$ cat src/rtl/if_fetch_stage.sv
// Instruction-fetch stage: PC register, single-outstanding imem handshake,
// one-entry hold buffer and the IF/ID pipeline register.
//
// state  | meaning
// FETCH  | imem_req high, waiting for the memory to accept the PC
// WAIT   | request accepted, waiting for imem_rvalid
// FULL   | response captured in the hold buffer, waiting for ID to accept it
// DRAIN  | a squashed request is outstanding; its response will be dropped
module if_fetch_stage #(
  parameter int                     ADDR_WIDTH = 64,
  parameter logic [ADDR_WIDTH-1:0]  RESET_PC   = '0,
  parameter logic [31:0]            NOP_INSTR  = 32'h00000013
) (
  input  logic                   clock,
  input  logic                   reset,
  input  logic                   pc_load,
  input  logic                   if_id_load,
  input  logic                   branch_taken,
  input  logic [ADDR_WIDTH-1:0]  branch_target,
  output logic                   imem_req,
  output logic [ADDR_WIDTH-1:0]  imem_addr,
  input  logic                   imem_ack,
  input  logic                   imem_rvalid,
  input  logic [31:0]            imem_rdata,
  output logic [ADDR_WIDTH-1:0]  if_id_pc,
  output logic [31:0]            if_id_instr,
  output logic                   if_id_valid,
  output logic                   fetch_busy
);

  localparam logic [1:0] S_FETCH = 2'd0;
  localparam logic [1:0] S_WAIT  = 2'd1;
  localparam logic [1:0] S_FULL  = 2'd2;
  localparam logic [1:0] S_DRAIN = 2'd3;

  logic [1:0]            state;
  logic [1:0]            state_nx;
  logic [ADDR_WIDTH-1:0] pc;
  logic [ADDR_WIDTH-1:0] pc_plus4;
  logic [ADDR_WIDTH-1:0] hold_pc;
  logic [31:0]           hold_instr;
  logic                  rsp_live;
  logic                  can_deliver;
  logic                  deliver;
  logic                  capture;
  logic [ADDR_WIDTH-1:0] deliver_pc;
  logic [31:0]           deliver_instr;

  assign pc_plus4      = pc + {{(ADDR_WIDTH-3){1'b0}}, 3'd4};
  assign rsp_live      = (state == S_WAIT) && imem_rvalid;
  assign can_deliver   = pc_load && if_id_load;
  // A redirect in the same cycle kills any delivery or capture.
  assign deliver       = !branch_taken && can_deliver &&
                         (rsp_live || (state == S_FULL));
  assign capture       = !branch_taken && rsp_live && !can_deliver;
  assign deliver_pc    = (state == S_FULL) ? hold_pc : pc;
  assign deliver_instr = (state == S_FULL) ? hold_instr : imem_rdata;

  assign imem_req   = (state == S_FETCH) && !reset;
  assign imem_addr  = pc;
  assign fetch_busy = (state != S_FULL);

  always_comb begin
    state_nx = state;
    case (state)
      S_FETCH: begin
        if (imem_ack) state_nx = branch_taken ? S_DRAIN : S_WAIT;
      end
      S_WAIT: begin
        if (branch_taken)     state_nx = imem_rvalid ? S_FETCH : S_DRAIN;
        else if (imem_rvalid) state_nx = can_deliver ? S_FETCH : S_FULL;
      end
      S_FULL: begin
        if (branch_taken || can_deliver) state_nx = S_FETCH;
      end
      default: begin
        if (imem_rvalid) state_nx = S_FETCH;
      end
    endcase
  end

  always_ff @(posedge clock or posedge reset) begin
    if (reset) begin
      state <= S_FETCH;
      pc    <= RESET_PC;
    end else begin
      state <= state_nx;
      if (branch_taken) pc <= branch_target;
      else if (deliver) pc <= pc_plus4;
    end
  end

  always_ff @(posedge clock or posedge reset) begin
    if (reset) begin
      hold_pc    <= '0;
      hold_instr <= NOP_INSTR;
    end else if (capture) begin
      hold_pc    <= pc;
      hold_instr <= imem_rdata;
    end
  end

  always_ff @(posedge clock or posedge reset) begin
    if (reset) begin
      if_id_pc    <= '0;
      if_id_instr <= NOP_INSTR;
      if_id_valid <= 1'b0;
    end else if (branch_taken) begin
      if_id_instr <= NOP_INSTR;
      if_id_valid <= 1'b0;
    end else if (deliver) begin
      if_id_pc    <= deliver_pc;
      if_id_instr <= deliver_instr;
      if_id_valid <= 1'b1;
    end else if (if_id_load) begin
      if_id_instr <= NOP_INSTR;
      if_id_valid <= 1'b0;
    end
  end

endmodule

$ cat config.mk
export PLATFORM = sky130hd
export DESIGN_NAME = if_fetch_stage
export DESIGN_NICKNAME = d
export VERILOG_FILES = /design/src/rtl/if_fetch_stage.sv
export SDC_FILE = /design/constraint.sdc
export NUM_CORES = 1
export LEC_CHECK = 0
export ABC_AREA = 1
export BUFFER_PORTS_ARGS = -buffer_cell sky130_fd_sc_hd__buf_2
export CAP_MARGIN = 30
export CORE_AREA = 2 2 165 167
export DETAILED_ROUTE_END_ITERATION = 6
export DIE_AREA = 0 0 167 169
export PLACE_DENSITY = 0.79
export SYNTH_ARGS = -nofsm -noshare
export SYNTH_HDL_FRONTEND = slang
export SYNTH_SLANG_ARGS = --single-unit
$ cat constraint.sdc
create_clock -name clock -period 7.6 [get_ports clock]
set_input_delay 0.38 -clock clock [delete_from_list [all_inputs] [get_ports clock]]
set_output_delay 0.38 -clock clock [all_outputs]
set_load 0.005 [all_outputs]
* Word-level counts from Yosys, hierarchy flattened
Cells that the tools add are included.
Cells by class: bitwise operators 1, div/mod/pow operators 0, add/subtract/negate cells 1, $lt $le $gt $ge 0, multiplexer cells 19, multipliers 0, eq/ne operators 6, reductions and logical operators 18, shifts and indexed selects 0
Operators with widths (number):
- $mux 64 | 3
- $mux 32 | 4
- $add 64x3->64 const B | 1
- $mux 2 | 8
- $logic_and 1x1->1 | 7
- $pmux 2 s3 | 1
- $ne 2x2->1 const B | 2
- $reduce_and 4->1 | 1
- $reduce_bool 4->1 | 1
- $logic_not 1->1 | 3
- $mux 1 | 3
- $ne 3x3->1 const B | 1
- $reduce_bool 3->1 | 1
- $eq 2x1->1 const B | 1
- $eq 2x2->1 const B | 1
- $logic_not 2->1 | 1
- $logic_or 1x1->1 | 2
- $ne 2x1->1 const B | 1
- $reduce_and 2->1 | 1
- $reduce_bool 2->1 | 1
- $not 1->1 | 1
Storage, ports and cells: word-level logic and storage cells 52, bits in writable memories 0, input port bits 103, memory bits (read-only) 0, memories 0, bits in latches 0, output and inout port bits 163, register bits after elaboration 259

* Depth between registers and ports, before layout
Gate-level depths: netlist (run 1).
depth after elaboration 6, gate-level depth with buffers 12, gate-level depth less buffers 12

* Least setup slack after synthesis (run 1)
No wires, ideal clock.
path type reg-to-reg, start register pc[2], in the netlist imem_addr[2], end register pc[42], in the netlist imem_addr[42], period minus slack after synthesis 1711 ps, buffers on the path 0, stages on the path, launching flop included 13, slack 5889 ps, required time 7487 ps, library setup time 113 ps, data arrival time 1598 ps, cell sequence dfrtp_1 > ha_1 > nand2_1 > nor2_1 > nand2_1 > nor2_4 > nand2_1 > nor2_1 > nand2_1 > nand2_1 > nand2_1 > nand2_1 > inv_1
Between the ends: word-level cells in the longest chain between the ends 3
Ends and longest elaborated chain:
- start, declared | RTL line 38 | logic [ADDR_WIDTH-1:0] pc;
- start signal, assigned | RTL line 88 | if (branch_taken) pc <= branch_target;
- start signal, assigned | RTL line 89 | else if (deliver) pc <= pc_plus4;
- $add 64x3->64 | RTL line 49 | assign pc_plus4 = pc + {{(ADDR_WIDTH-3){1'b0}}, 3'd4};
- $mux 64 | RTL line 89
- $mux 64 | RTL line 88
Every way passes these cells. The select of a mux whose other input is x is not followed. A chain may end at the register's enable or synchronous reset.

* Final worst setup path (run 1)
start register state[0], end register pc[27], in the netlist imem_addr[27]
Between the ends: word-level cells in the longest chain between the ends 5, elaborated cells between the ends (all ways) 6, those cells by class 2 x eq/ne; 4 x reduce/logical
Ends and longest elaborated chain:
- start, declared | RTL line 36 | logic [1:0] state;
- start signal, assigned | RTL line 87 | state <= state_nx;
- $eq 2x1->1 | RTL line 50 | assign rsp_live = (state == S_WAIT) && imem_rvalid;
- $logic_and 1x1->1 | RTL line 50
- $logic_or 1x1->1 (*) | RTL line 54 | (rsp_live || (state == S_FULL));
- $logic_and 1x1->1 (*) | RTL line 53 | assign deliver = !branch_taken && can_deliver &&
- $reduce_bool 2->1 (no line) (*)
Mark *: on every way between the ends. The rest lies on a longest branch, timed or not.

==> metrics.yaml, run 1 <==
status: "finished clean"
die_area_sq_um: 28200
viasPerCell: 5.46
gr-usage-met3_pct: 4.70
num_antenna_cells: 0
setup_violations: 0
met2_usage_pct: 47.2
cts_setup_buffers: 0
synth_top_area_cell: "dfrtp_1"
ys_types: 37
total_power_uw: 5100
synth_top_family_by_area: "simple AND/OR/NAND/NOR gates"
grt_remaining_overflow: 0
worstPathArrival_ps: 3960
cts_resized: 0
avgSynthCellArea_sq_um: 7.66
synthCells: 1707
die_x_microns: 167
syn_to_final_growth_pct: 18.3
hp-class: "input pin to flop"
p_leak_uw: 0.00756
ys_top_cells_by_area: "dfrtp_1 48%, nand2_1 14%, nor2_1 8.4%"
cts_root_buffer: "clkbuf_16"
clock_path_buffers: 3
synthAdderAreaFrac_pct: 0.0957
cpMaxStageDelayCell: "buf_4"
numCtsBuffers: 28
synth-seq-cells: 259
synth_top_area_share_pct: 48.4
fmax_ghz: 0.285
cap_violations: 0
hold_viol: 0
dp_hpwl_microns: 29600
vias: 12500
worstSetupEndpointType: "flop"
synthXorXnorAreaFrac_pct: 0.871
globalRouteMet1Util_pct: 39.8
finalNetCount: 2038
dr.pass1.iters: 5
cp.required_ps: 8060
path_max_fanout: 82
drive_above_1_share_pct: 18.7
cts.htree.levels: 1
rsz0062_at_grt: "false"
yosysSeqAreaShare_pct: 49.6
synth_compound_area_share_pct: 13.1
route.detailed.drc: 0
path_clk_slew_ps: 60
drt_iter0_drc: 1093
rows: 60
p_clk_share_pct: 26.2
drt-total-wl_microns: 41000
synth_simple_gate_area_share_pct: 27.4
period_share_pct: 46.1
fillers: 2433
p_int_uw: 3290
grt_pass1_wl_microns: 64900
grt-busiest-layer: "met2"
synthMuxAreaShare_pct: 1.54
clkLatencyLatePin_ps: 540
wl_per_cell_microns: 17.9
slew_violations: 0
cts_sinks: 259
grtUsageTotal_pct: 28.7
p_seq_share_pct: 44.1
io_pins: 266
core_sq_um: 26500
critical_path_class: "flop to flop"
swShare_pct: 35.4
io_buffers: 265
combinationalPowerShare_pct: 29.7
cts_tree: "yes"
cp-start-kind: "flop"
globalplace.congestion: 0.934
max_stage_delay_ps: 640
setup_tns_ps: 0
grt_pass1_vias: 11900
min_period_ps: 3500
grt_max_degree: 98
switchingPower_uw: 1800
netlist_area_sq_um: 13100
crit_chain: "inv_2 > nand2_4 > a21oi_4 > nand2_2 > inv_4 > buf_16 > buf_4 > o21ai_0 > o21bai_1"
tightest_slew_ps: 977
yosysWarnings: 0
slew_headroom_pct: 34.9
power_density_nw_per_um2: 329
clock_skew_ps: 8.72
antenna_found_initial: 0
start_util_pct: 49.3
syn_nets: 1811
peakVddDrop_uv: 266
ant_nets: 0
chipHeight_microns: 169
## path summary, 6_finish.rpt
check                                     from              to  slack, ps  depth (start not counted)
max in group asynchronous                reset     if_id_valid       6030                          4
worst max register to register        state[0]   imem_addr[27]       4100                          9
worst max-delay path                  state[0]   imem_addr[27]       4100                          9
worst min-delay path            imem_rdata[17]  hold_instr[17]         70                          3
min in group asynchronous                reset  if_id_instr[9]        420                          3
worst min register to register   hold_instr[0]   hold_instr[0]        480                          2
## cells in the final DEF (no fill, tap or decap), drive strengths merged
cell         instances
nand2              506
nor2               302
buf                278
dfrtp              253
inv                144
o21ai               89
a21oi               79
nand3               74
a31oi               68
clkbuf              38
a22o                22
mux2                17
o211ai              12
xor2                11
nand4               11
o31ai                7
clkinv               7
dfstp                6
nor3                 4
o221ai               4
a211oi               4
o21bai               4
xnor2                2
nand3b               2
bufinv               2
mux2i                1
or2                  1
and2                 1
ha                   1
dlygate4sd3          1
## what timing repair did
action,in CTS,in global routing
hold buffers,1,0
endpoints found under the hold margin,51,0
endpoints found under the setup margin,0,0
## flip-flops by register name (all words and copies together) (netlist names)
| name | count |
|---|---|
| if_id_valid | 1 |
| if_id_pc | 64 |
| hold_instr | 32 |
| hold_pc | 64 |
| imem_addr | 64 |
| if_id_instr | 32 |
| state | 2 |
## stage by stage
stage / cell area (sq um) / hold WS [ps] / setup WS, ps / utilization, % / cells
finish: 15500 / 67.6 / 4100 / 58.4 / 2292
global route: 15500 / 67.7 / 3790 / 58.4 / 2292
global placement: 14500 / 463 / 3390 / 54.7 / 2241
floorplan: 13100 / 453 / 103 / - / 1707
CTS: 15400 / 48.5 / 3840 / 58.3 / 2291
detailed placement: 14500 / 429 / 3360 / 54.9 / 2243
## synthesized netlist by cell type, drive strengths merged
master  count
nand2     506
nor2      302
dfrtp     253
inv       144
o21ai      89
a21oi      79
nand3      74
a31oi      68
buf        53
clkbuf     29
a22o       22
mux2       17
o211ai     12
nand4      11
xor2       11
o31ai       7
dfstp       6
a211oi      4
nor3        4
o21bai      4
o221ai      4
nand3b      2
xnor2       2
and2        1
ha          1
mux2i       1
or2         1
## critical path, delay by kind of cell, from the launching register on
kind	cells	cell delay [ps]
buf+inv	4	1400
compound gates	3	860
simple gates	2	730
flops	1	390
## cell families after synthesis
family                     Yosys count
and+or+nand+nor                    901
AOI/OAI and AO/OA                  289
DFF                                259
buffers and inverters              226
muxes                               18
xor gates and xnor gates            13
adders and majority gates            1
## power groups by stage
stage                     combinational (uW)  clock (uW)  sequential (uW)
final                                   1510        1330             2250
after global routing                    1720        1410             2310
after CTS                               1520        1360             2240
after detailed placement                1510           0             2260
after global placement                  1450           0             2240
after floorplan                          963           0             2200
## routing by layer
| metal | wire, microns | up-vias | part of all wire, % |
|---|---|---|---|
| li1 | - | 5961 | - |
| met3 | 3050 | 64 | 7.4 |
| met2 | 19500 | 514 | 48 |
| met5 | 0 | - | 0 |
| met1 | 17500 | 5969 | 43 |
| met4 | 956 | 0 | 2.3 |
## layout make-up
class | count | area, sq um | area share [%]
Clock buffer | 38 | 800 | 5.17
Clock inverter | 9 | 95.1 | 0.615
Inverter | 144 | 551 | 3.56
Multi-Input combinational cell | 1222 | 5620 | 36.3
Sequential cell | 259 | 6490 | 41.9
Tap cell | 341 | 427 | 2.76
Timing Repair Buffer | 279 | 1490 | 9.61
Power figures use the tool's default switching activity.
==> run 2: changes to the inputs <==
Settings changed: CORE_AREA 2 2 165 167 to 2 2 156 158, DIE_AREA 0 0 167 169 to 0 0 158 160, PLACE_DENSITY 0.79 to 0.84.
Clock period 7.6 ns to 3.64 ns, I/O delays scaled along.
==> metrics.yaml, run 2 (synthesized netlist as in run 1, its figures left out) <==
grt_max_degree: 130  # +33%
cts_tree: "yes"
rsz0062_at_grt: "false"
peakVddDrop_uv: 409  # +54%
setup_tns_ps: 0  # unchanged
route.detailed.drc: 0  # unchanged
cpMaxStageDelayCell: "buf_4"
core_sq_um: 23800  # -10%
critical_path_buf_inv_count: 2  # -2
place_area_sq_um: 14600  # +0.29%
antenna_found_initial: 1  # +1
worstPathArrival_ps: 2480  # -1480 ps
cp.required_ps: 3460  # -4600 ps
path_max_fanout: 84  # +2.4%
hold_viol: 0  # unchanged
fin_util_pct: 69.0  # +11 points
drt-total-wl_microns: 43500  # +6.1%
final_cell_mix: "500 x nand2_1, 293 x nor2_1, 265 x buf_2"
r2r-end: "if_id_pc[31]"
grt_pass1_vias: 12900  # +8.3%
drt_iter0_drc: 1391  # +27%
r2r_cells: 8  # -1
numPlacedInstances: 2231  # -0.53%
drive_above_1_share_pct: 18.0  # -0.64 points
combinationalPowerShare_pct: 30.5  # +0.8 points
grt_remaining_overflow: 0  # unchanged
cp-start-kind: "flop"
p_clk_share_pct: 26.6  # +0.4 points
p_leak_uw: 0.00796  # +5.3%
whs_ps: 4.24  # -63.3 ps
dr.pass1.iters: 6  # +1
cts_root_buffer: "clkbuf_16"
clkLatencyLatePin_ps: 540  # about the same
crit_chain: "nand2_4 > buf_4 > buf_2"
finalInstanceArea_sq_um: 16400  # +6.3%
p_int_uw: 7070  # +110%
io_buffers: 265  # unchanged
switchingPower_uw: 3910  # +120%
clock_skew_ps: 14.2  # +5.50 ps
tightest_slew_ps: 942  # -35.1 ps
r2r_slack_ps: 1130  # -2970 ps
slew_violations: 0  # unchanged
r2r-start: "state[0]"
cts.htree.levels: 1  # unchanged
viasPerCell: 5.63  # +3.2%
rows: 57  # -5.0%
critical_path_class: "flop to primary output"
cp-startpoint: "state[1]"
numCtsBuffers: 27  # -3.6%
hp-class: "input pin to flop"
setup_violations: 0  # unchanged
path_clk_slew_ps: 60  # about the same
worstSetupEndpointType: "primary output"
slew_headroom_pct: 37.1  # +2.3 points
grt_pass1_wl_microns: 68200  # +5.2%
final_common_cell: "nand2_1"
max_stage_delay_ps: 750  # +110 ps
ant_nets: 0  # unchanged
vias: 13400  # +6.8%
finalNetCount: 2131  # +4.6%
p_seq_share_pct: 42.9  # -1.2 points
status: "finished clean"
die_area_sq_um: 25300  # -10%
finalNonFillerCells: 2373  # +3.5%
io_pins: 266  # unchanged
wl_per_cell_microns: 18.3  # +2.5%
crit_cells: 3  # -6
die_x_microns: 158  # -5.4%
start_util_pct: 54.9  # +5.6 points
globalplace.congestion: 0.989  # +5.8%
syn_to_final_growth_pct: 25.7
dp_hpwl_microns: 29400  # -0.74%
fmax_ghz: 0.376
swShare_pct: 35.6  # +0.24 points
min_period_ps: 2660
chipHeight_microns: 160  # -5.3%
clock_path_buffers: 3  # unchanged
grtUsageTotal_pct: 34.3  # +5.6 points
cap_violations: 0  # unchanged
cts_sinks: 259  # unchanged
critPathTopFamily: "buffers and inverters"
power_density_nw_per_um2: 668  # +100%
period_share_pct: 73.1
crit_end: "fetch_busy"
[run 2: changes by cell type in the layout (fill, tap and decap cells not counted), sizes merged]
| cell | change |
|---|---|
| buf | +4 |
| clkinvlp | +3 |
| clkbuf | +2 |
| bufinv | +2 |
| dlygate4sd3 | +90 |
| clkinv | -4 |
| diode | +1 |
[run 2: what timing repair did]
item / 4_1_cts / 5_1_grt
hold buffers: 91 / 0
hold endpoints to repair: 141 / 0
setup endpoints to repair: 0 / 0
setup buffers: 0 / 0
gates resized for setup: 0 / 0
[run 2: area by class of cell]
class	instances	area [sq um]
clock buffers	40	785
clock inverters	10	159
multi-input cells	1222	5620
flip-flops and latches	259	6490
inverters	144	547
fillers	1881	7380
well taps	324	405
repair buffers	373	2430
diodes	1	2.50
[run 2: worst min-delay path by stage]
| stage | from | end | slack [ps] | cells past startpoint |
|---|---|---|---|---|
| after floorplan | imem_rdata[0] | hold_instr[0] | 280 | 2 |
| after global placement | branch_target[0] | imem_addr[0] | 390 | 3 |
| after detailed placement | branch_target[0] | imem_addr[0] | 390 | 3 |
| after CTS | branch_target[45] | imem_addr[45] | 0.0004 | 5 |
| after global routing | branch_target[56] | imem_addr[56] | 2 | 5 |
| final | branch_target[56] | imem_addr[56] | 4 | 5 |
[run 2: worst min-delay path, cell delays in order]
cell     delay (ps)
buf_2            70
nor2_1           30
nor2_1           90
nand2_1          60
nand2_1          60
[run 2: power by group through the flow]
| stage | Clock [uW] | Combinational (uW) | Sequential, uW |
|---|---|---|---|
| after floorplan | 0 | 2010 | 4580 |
| after global placement | 0 | 3060 | 4680 |
| after detailed placement | 0 | 3190 | 4720 |
| after CTS | 2950 | 3290 | 4680 |
| after global routing | 3080 | 3750 | 4830 |
| final | 2920 | 3340 | 4710 |
[run 2: metrics by stage]
stage,total power (uW),setup WS [ps]
after floorplan,6600,49.3
after global placement,7740,1310
after detailed placement,7900,1200
after CTS,10900,1020
after global routing,11700,888
final,11000,981
[run 2: metal layers]
metal | GRT usage, % | vias to the layer above | routed length, microns
li1 | - | 6141 | -
met1 | 45.6 | 6421 | 17400
met2 | 56.8 | 676 | 20700
met3 | 6.05 | 124 | 3830
met4 | 11.8 | 0 | 1530
met5 | 0 | - | 0
==> run 3: changes to the inputs <==
Settings changed: CORE_AREA 2 2 156 158 to 2 2 165 167, DIE_AREA 0 0 158 160 to 0 0 167 169, PLACE_DENSITY 0.84 to 0.79.
Clock period 3.64 ns to 2.3 ns, I/O delays scaled along.
==> metrics.yaml, run 3 (synthesized netlist as in run 1, its figures left out) <==
ant_nets: 0  # unchanged
fillers: 2273  # +21%
rows: 60  # +5.3%
hold_path_depth: 4  # -1
chipHeight_microns: 169  # +5.6%
numCtsBuffers: 28  # +3.7%
dp_hpwl_microns: 31000  # +5.7%
clock_skew_ps: 11.0  # -3.23 ps
grt_max_degree: 72  # -45%
cts_sinks: 259  # unchanged
final_cell_mix: "500 x nand2_1, 291 x nor2_1, 265 x buf_2"
drt_iter0_drc: 1110  # -20%
start_util_pct: 49.3  # -5.6 points
hp-class: "input pin to flop"
r2r_cells: 11  # +3
r2r_slack_ps: 110  # -1020 ps
cap_violations: 0  # unchanged
io_buffers: 265  # unchanged
setup_violations: 0  # unchanged
grt_pass1_wl_microns: 70900  # +3.9%
cts_root_buffer: "clkbuf_16"
dr.pass1.iters: 6  # unchanged
route.detailed.drc: 0  # unchanged
rsz0062_at_grt: "false"
path_common_cell: "nand2_1"
hold_viol: 0  # unchanged
status: "finished clean"
peakVddDrop_uv: 711  # +74%
min_period_ps: 2190
clkLatencyLatePin_ps: 560  # +20 ps
grt_pass1_vias: 13000  # +0.68%
core_sq_um: 26500  # +11%
grt_remaining_overflow: 0  # unchanged
final_common_cell: "nand2_1"
period_share_pct: 95.3
path_clk_slew_ps: 60  # about the same
power_density_nw_per_um2: 1040  # +56%
vias: 13300  # -0.79%
slew_violations: 0  # unchanged
crit_chain: "nand2_1 > nor2_2 > nand2_1 > nor2_1 > nand2_1 > nor2_1 > nand2_1 > nand2_1 > nand2_1 > nand2_1 > inv_1"
syn_to_final_growth_pct: 27.9
ff_latch_area_sq_um: 6490  # unchanged
setup_tns_ps: 0  # unchanged
clock_path_buffers: 3  # unchanged
die_area_sq_um: 28200  # +12%
die_x_microns: 167  # +5.7%
max_stage_delay_ps: 520  # -230 ps
viasPerCell: 5.48  # -2.6%
grtUsageTotal_pct: 31.6  # -2.7 points
worstPathArrival_ps: 2650  # +170 ps
cpMaxStageDelayCell: "dfrtp_1"
globalplace.congestion: 0.975  # -1.4%
slew_headroom_pct: 49.1  # +12 points
drive_above_1_share_pct: 19.0  # +0.97 points
io_pins: 266  # unchanged
drt-total-wl_microns: 45000  # +3.4%
timing.final.ws_setup_ps: 108  # -873 ps
multi_input_area_sq_um: 5630  # +0.13%
critical_path_class: "flop to flop"
path_max_fanout: 7  # -92%
r2r-start: "imem_addr[8]"
fmax_ghz: 0.456
cts.htree.levels: 1  # unchanged
p_leak_uw: 0.00811  # +2.0%
cp-start-kind: "flop"
cts_setup_buffers: 0  # unchanged
tightest_slew_ps: 764  # -178 ps
wl_per_cell_microns: 18.6  # +1.5%
cp.required_ps: 2750  # -710 ps
total_power_uw: 17400  # +59%
worstSetupEndpointType: "flop"
antenna_found_initial: 1  # unchanged
finalNetCount: 2158  # +1.3%
hold_start: "branch_target[41]"
hold_end: "imem_addr[41]"
pre_cts_ws_ps: 176  # -1020 ps
r2r-end: "imem_addr[40]"
cts_tree: "yes"
## run 3: changes by cell type in the layout (fill, tap and decap cells not counted), sizes merged
cell         delta
clkinvlp        -2
clkinv          +4
buf            +19
dlygate4sd3     +7
clkbuf          +2
inv             -1
bufinv          -2
## run 3: worst max path at each step
stage	startpoint	to	slack (ps)
3_5_place_dp	imem_addr[12]	imem_addr[40]	180
4_1_cts	imem_addr[12]	imem_addr[40]	160
2_1_floorplan	reset	hold_instr[10]	-1220
3_3_place_gp	imem_addr[12]	imem_addr[40]	210
5_1_grt	imem_addr[8]	imem_addr[40]	9
6_report	imem_addr[8]	imem_addr[40]	110
## run 3: power breakdown
group / internal, uW / switching (uW) / total, uW / leakage, uW
Sequential: 6250 / 1170 / 7420 / 0.00307
Clock: 2750 / 1910 / 4650 / 0.000474
Combinational: 2180 / 3170 / 5350 / 0.00457
## run 3: final cells by class
type / instances / share of cell area [%]
clock buffer: 42 / 5.04
clock inverter: 9 / 0.658
timing repair buffer: 399 / 16.0
tap: 341 / 2.55
multi-input combinational: 1222 / 33.7
antenna: 1 / 0.0150
inverter: 144 / 3.27
sequential: 259 / 38.8
## run 3: per-stage QoR
stage	hold slack, ps	instances	utilization (%)	cell area (sq um)
3_5_place_dp	269	2267	55.8	14800
3_3_place_gp	262	2267	55.8	14800
5_1_grt	35.0	2417	63.1	16700
4_1_cts	3.95	2416	63.1	16700
6_report	1.80	2417	63.1	16700
2_1_floorplan	210	1707	-	13100
## run 3: repair_timing
action | in CTS | in global routing
endpoints found under the hold margin | 149 | 0
endpoints found under the setup margin | 0 | 5
hold buffers | 98 | 0
gates resized for setup | 0 | 3
## run 3: layer usage
metal	vias up	wire (microns)	global-route usage, %
met5	-	0	0
met4	0	1590	10.7
met3	105	3520	5.40
li1	6205	-	-
met1	6321	18500	40.9
met2	626	21400	54.0
## run 3: worst max-delay path, delay by kind of cell, from the launching register on
| kind | cells | cell delay [ps] |
|---|---|---|
| buffers and inverters | 1 | 40 |
| flip-flops | 1 | 520 |
| AND/OR/NAND/NOR | 10 | 1540 |
